File: config.mk
export PLATFORM = sky130hd
export DESIGN_NAME = alu_pipe
export DESIGN_NICKNAME = d
export VERILOG_FILES = /design/src/rtl/alu_pipe.sv
export SDC_FILE = /design/constraint.sdc
export NUM_CORES = 1
export LEC_CHECK = 0
export ABC_AREA = 0
export BUFFER_PORTS_ARGS = -buffer_cell sky130_fd_sc_hd__buf_4
export CAP_MARGIN = 10
export CORE_UTILIZATION = 54
export CTS_CLUSTER_DIAMETER = 60
export DETAILED_ROUTE_END_ITERATION = 8
export MAX_ROUTING_LAYER = met4
export PLACE_DENSITY = 0.83
export SKIP_LAST_GASP = 1
export SYNTH_ARGS = -nofsm -noshare
export SYNTH_HDL_FRONTEND = slang
export SYNTH_SLANG_ARGS = --single-unit
File: constraint.sdc
create_clock -name clk -period 3.54 [get_ports clk]
set_input_delay 0.531 -clock clk [delete_from_list [all_inputs] [get_ports clk]]
set_output_delay 0.531 -clock clk [all_outputs]
set_load 0.01 [all_outputs]
File: src/rtl/alu_pipe.sv
// Two-stage valid/ready ALU: S1 registers operands, S2 computes, clamps and holds the result.
// The S2 result register doubles as the accumulator used by ACC and hold beats.
module alu_pipe #(
    parameter int unsigned DATA_W = 5,
    parameter int unsigned CNT_W  = 8,
    localparam int unsigned OUT_W = DATA_W + 1
) (
    input  logic                     clk,
    input  logic                     rst,
    input  logic                     in_valid,
    output logic                     in_ready,
    input  logic                     alu_en,
    input  logic                     a_en,
    input  logic [2:0]               a_op,
    input  logic                     b_en,
    input  logic [1:0]               b_op,
    input  logic signed [DATA_W-1:0] A,
    input  logic signed [DATA_W-1:0] B,
    output logic                     out_valid,
    input  logic                     out_ready,
    output logic signed [OUT_W-1:0]  C,
    output logic                     err,
    output logic                     sat,
    output logic [CNT_W-1:0]         err_cnt
);
    // Two guard bits cover acc + A + B without overflow before clamping.
    localparam int unsigned WIDE_W = OUT_W + 2;
    localparam logic signed [WIDE_W-1:0] MAX_V = {{3{1'b0}}, {(OUT_W-1){1'b1}}};
    localparam logic signed [WIDE_W-1:0] MIN_V = -MAX_V;

    logic                     s1_valid_q;
    logic                     s1_alu_en_q, s1_a_en_q, s1_b_en_q;
    logic [2:0]               s1_a_op_q;
    logic [1:0]               s1_b_op_q;
    logic signed [DATA_W-1:0] s1_a_q, s1_b_q;

    logic                     s2_valid_q;
    logic signed [OUT_W-1:0]  acc_q;
    logic                     err_q, sat_q;
    logic [CNT_W-1:0]         err_cnt_q;

    logic                     s1_load, s2_load;
    logic signed [WIDE_W-1:0] a_x, b_x, acc_x, res;
    logic                     arith, illegal, sat_d;
    logic signed [OUT_W-1:0]  c_d;

    assign s2_load  = s1_valid_q && (!s2_valid_q || out_ready);
    assign in_ready = !rst && (!s1_valid_q || !s2_valid_q || out_ready);
    assign s1_load  = in_valid && in_ready;

    always_ff @(posedge clk) begin
        if (rst) begin
            s1_valid_q <= 1'b0;
        end else if (s1_load) begin
            s1_valid_q <= 1'b1;
        end else if (s2_load) begin
            s1_valid_q <= 1'b0;
        end
    end

    always_ff @(posedge clk) begin
        if (s1_load) begin
            s1_alu_en_q <= alu_en;
            s1_a_en_q   <= a_en;
            s1_a_op_q   <= a_op;
            s1_b_en_q   <= b_en;
            s1_b_op_q   <= b_op;
            s1_a_q      <= A;
            s1_b_q      <= B;
        end
    end

    always_comb begin
        a_x     = {{(WIDE_W-DATA_W){s1_a_q[DATA_W-1]}}, s1_a_q};
        b_x     = {{(WIDE_W-DATA_W){s1_b_q[DATA_W-1]}}, s1_b_q};
        acc_x   = {{(WIDE_W-OUT_W){acc_q[OUT_W-1]}}, acc_q};
        res     = '0;
        arith   = 1'b0;
        illegal = 1'b0;
        if (!s1_alu_en_q) begin
            res = '0;
        end else if (s1_a_en_q && !s1_b_en_q) begin
            unique case (s1_a_op_q)
                3'd0:    begin res = a_x + b_x; arith = 1'b1; end
                3'd1:    begin res = a_x - b_x; arith = 1'b1; end
                3'd2:    res = a_x ^ b_x;
                3'd3:    res = a_x & b_x;
                3'd4:    res = a_x | b_x;
                3'd5:    res = ~(a_x ^ b_x);
                3'd6:    res = ~(a_x & b_x);
                default: illegal = 1'b1;
            endcase
        end else if (!s1_a_en_q && s1_b_en_q) begin
            unique case (s1_b_op_q)
                2'd0: res = ~(a_x | b_x);
                2'd1: begin res = a_x + b_x; arith = 1'b1; end
                2'd2: begin res = b_x - a_x; arith = 1'b1; end
                2'd3: illegal = 1'b1;
            endcase
        end else if (s1_a_en_q && s1_b_en_q) begin
            unique case (s1_b_op_q)
                2'd0: res = a_x ^ b_x;
                2'd1: res = ~(a_x ^ b_x);
                2'd2: begin res = a_x - b_x; arith = 1'b1; end
                2'd3: begin res = acc_x + a_x + b_x; arith = 1'b1; end
            endcase
        end else begin
            res = acc_x;
        end
    end

    // Symmetric clamp: the most negative code is never produced.
    always_comb begin
        sat_d = 1'b0;
        if (arith && (res > MAX_V)) begin
            c_d   = MAX_V[OUT_W-1:0];
            sat_d = 1'b1;
        end else if (arith && (res < MIN_V)) begin
            c_d   = MIN_V[OUT_W-1:0];
            sat_d = 1'b1;
        end else begin
            c_d = res[OUT_W-1:0];
        end
    end

    always_ff @(posedge clk) begin
        if (rst) begin
            s2_valid_q <= 1'b0;
            acc_q      <= '0;
            err_q      <= 1'b0;
            sat_q      <= 1'b0;
            err_cnt_q  <= '0;
        end else if (s2_load) begin
            s2_valid_q <= 1'b1;
            acc_q      <= c_d;
            err_q      <= illegal;
            sat_q      <= sat_d;
            if (illegal && (err_cnt_q != '1)) begin
                err_cnt_q <= err_cnt_q + CNT_W'(1);
            end
        end else if (out_ready) begin
            s2_valid_q <= 1'b0;
        end
    end

    assign out_valid = s2_valid_q;
    assign C         = acc_q;
    assign err       = err_q;
    assign sat       = sat_q;
    assign err_cnt   = err_cnt_q;

endmodule

==> qor.yml <==
synthesis:
  yosysTopAreaCell: "edfxtp_1"
  netlist_area_sq_um: 3376
  synthCells: 375
  synthDistinctLibCells: 67
  syn_area_per_cell_sq_um: 9.002
  synth_nets: 439
  async_flop_share_pct: 0
  synth-warning-count: 0
  ys_seq_elements: 36
  synth-edff-count: 18
  ys_seq_area_share_pct: 26.69
  yosysTopAreaCellShare_pct: 16.01
  synth_top_flop_cell: "edfxtp_1"
  synth_area_leaders: "edfxtp_1 (16%), ha_1 (12%), dfxtp_1 (11%)"
floorplan:
  die_h_um: 81.07
  io-pin-count: 40
  chipWidth_um: 81.07
  num_rows: 28
  coreArea_sq_um: 5991
  dieArea_sq_um: 6572
  initial_core_util_pct: 56.35
pwr:
  pwr-share-clk_pct: 28.2
  internal_power_uw: 743.4
  switching_share_pct: 34.17
  p_leak_nw: 1.639
  p_sw_uw: 385.9
  vdd_ir_drop_max_uv: 253.9
  powerDensity_nw_per_um2: 291.9
  seqPwrFrac_pct: 42.3
  p_comb_share_pct: 29.5
routing:
  dr.pass1.iters: 8
  vias: 3145
  wirelength_um: 8985
  drt_iter0_markers: 302
  remaining_drc_errors: 0
  wire_per_inst_um: 18.19
  avgViaCountPerCell: 6.366
  postRouteAntennaNets: 0
place:
  pre_cts_ws_ps: -27.71
  gp_congestion: 0.9655
  port_buffers: 39
  hpwlAfterDp_um: 6770
global_route:
  grt-ovfl-total: 0
  first_global_vias: 2934
  antenna_found_initial: 0
  grt_pass1_wl_um: 14390
  grt_max_degree: 21
  grt_usage_pct: 29.80
sta:
  setup_viol: 0
  finalCriticalPeriod_ps: 3359
  fmax_mhz: 297.7
  hold_viol: 0
  fin_setup_tns_ps: 0
  max-slew-margin-rel_pct: 37.08
  final_max_slew_viol_count: 0
  fin_crit_sh_pct: 94.88
  tightest_slew_ps: 943.9
  timing.final.ws_setup_ps: 181.1
  fin_worst_skew_ps: 4.326
clock_network:
  cts_made_buffers: 5
  cts.sinks: 36
  htree_levels: 2
  cts_tree: "done"
  cts_hold_buf: 0
  clkSlewWorstSetupHoldPaths_ps: 90
  clk_latency_ps: 300
  cts_max_path_buffers: 2
  clockRootBuffer: "clkbuf_8"
min_path:
  hold_class: "in2reg"
  worstHoldStart: "A[4]"
layout:
  seqCellArea_sq_um: 900.9
  drive_gt1_share_pct: 20.29
  areaGrowthSynthToFinish_pct: 14.60
  fillers: 506
  fin_nets: 482
  multiInputGateArea_sq_um: 2308
  antennaDiodeCount: 0
setup_path:
  cp-startpoint: "C[1]$_SDFFE_PP0P_"
  endpoint_kind: "register"
  start_kind: "register"
  worstReg2RegStart: "C[1]$_SDFFE_PP0P_"
  crit_type: "reg2reg"
  cp.arrival_ps: 3600
  worstPathMaxFanout: 4
  crit_required_ps: 3790
job:
  drv_cap: 0
outcome:
  outcome: "completed"
synthesized netlist by cell type (all sizes together) (5+ instances only):
cell,count
nor2b,6
xor2,10
a21oi,22
nor3,8
xnor2,7
nor3b,7
buf,9
and2,6
dfxtp,18
clkbuf,7
edfxtp,18
inv,23
ha,32
and3,5
a211oi,10
nor2,41
nand2,28
fa,10
nand3,6
o22ai,6
nand2b,10
o21ai,12
mux2i,10
o311ai,5
o211ai,5
power by group through the flow:
stage / logic, mW / clock network (mW) / registers [mW]
6_report: 0.333 / 0.318 / 0.478
3_5_place_dp: 0.313 / 0 / 0.487
4_1_cts: 0.317 / 0.316 / 0.477
3_3_place_gp: 0.307 / 0 / 0.486
2_1_floorplan: 0.229 / 0 / 0.480
5_1_grt: 0.364 / 0.338 / 0.480
per-layer routing:
metal  GRT usage (%)  share of wire (%)  up-vias
met1           38.06                 42     1492
met2           46.97                 46      172
met5               -                  0        -
li1                -                  -     1452
met3           5.393                8.8       29
met4           10.89                2.8        0
cell families (layout without fill, tap and decap cells):
group                      count (synthesis)  after routing  share of synthesized area [%]
DFF                                       36             36                          26.69
xor gates and xnor gates                  17             17                          4.411
buffers and inverters                     39             83                          6.115
and+or+nand+nor                          126            126                          18.64
adders and majority gates                 42             42                          17.79
AOI/OAI and AO/OA                        103            103                          22.72
muxes                                     12             12                          3.632
through the flow:
stage | cells | util, % | instance area (sq um) | hold WS, ps | total power, mW
finish | 494 | 64.58 | 3869 | 403.8 | 1.129
global route | 494 | 64.58 | 3869 | 394.4 | 1.183
CTS | 493 | 63.78 | 3821 | 404.7 | 1.110
detailed placement | 484 | 62.18 | 3725 | 473.6 | 0.8004
global placement | 484 | 62.18 | 3725 | 458.7 | 0.7925
floorplan | 375 | - | 3376 | 478.3 | 0.7092
worst paths after layout:
path	slack [ps]	end	depth (start not counted)
worst max-delay path	180	C[1]$_SDFFE_PP0P_	13
worst max register to register	180	C[1]$_SDFFE_PP0P_	13
worst min register to register	480	err$_SDFFE_PP0P_	2
worst min-delay path	400	s1_a_q[4]$_DFFE_PP_	1
area by class of cell:
| cell class | instances | area share (%) |
|---|---|---|
| multi-input cells | 300 | 59.67 |
| clock buffers | 5 | 1.779 |
| clock inverters | 3 | 0.5175 |
| well taps | 75 | 2.426 |
| flip-flops and latches | 36 | 23.29 |
| inverters | 23 | 2.232 |
| repair buffers | 52 | 10.09 |
what timing repair did:
action / CTS / global route
gates resized for setup: 0 / 9
endpoints found under the setup margin: 4 / 7
pin swaps: 1 / 4
buffers inserted: 1 / 1
registers in the layout, indices dropped and copies added (netlist names):
| name | flops |
|---|---|
| err | 1 |
| s1_b_op_q | 2 |
| sat | 1 |
| s1_a_en_q | 1 |
| s1_valid_q | 1 |
| err_cnt | 8 |
| s1_b_en_q | 1 |
| s1_a_q | 5 |
| C | 6 |
| s1_alu_en_q | 1 |
| s1_b_q | 5 |
| out_valid | 1 |
| s1_a_op_q | 3 |
layout by cell type, fill, tap and decap left out, types with 4 or more instances in the layout:
cell type,count
a211o_1,4
a211oi_1,6
a211oi_2,4
a21oi_1,22
a221oi_1,4
a22oi_1,4
and2_1,5
and3_1,4
buf_4,52
clkbuf_8,5
dfxtp_1,18
edfxtp_1,18
fa_1,9
ha_1,32
inv_1,22
mux2i_1,10
nand2_1,28
nand2b_1,10
nand3_1,6
nor2_1,40
nor2b_1,6
nor3_1,7
nor3b_1,5
o211ai_1,4
o21ai_0,10
o22ai_1,4
o311ai_0,5
xnor2_1,7
xor2_1,10
critical path, cell delays in order, from the launching register on:
cell      delay, ps
dfxtp_1         340
inv_1           100
fa_1            540
inv_1            40
ha_1            230
fa_2            380
a211oi_2        230
nor2_1          100
nor3b_2         180
o21ai_1         100
a211o_1         320
o211ai_1        260
o41a_1          300
a31o_2          180
(Power assumes the default switching activity.)
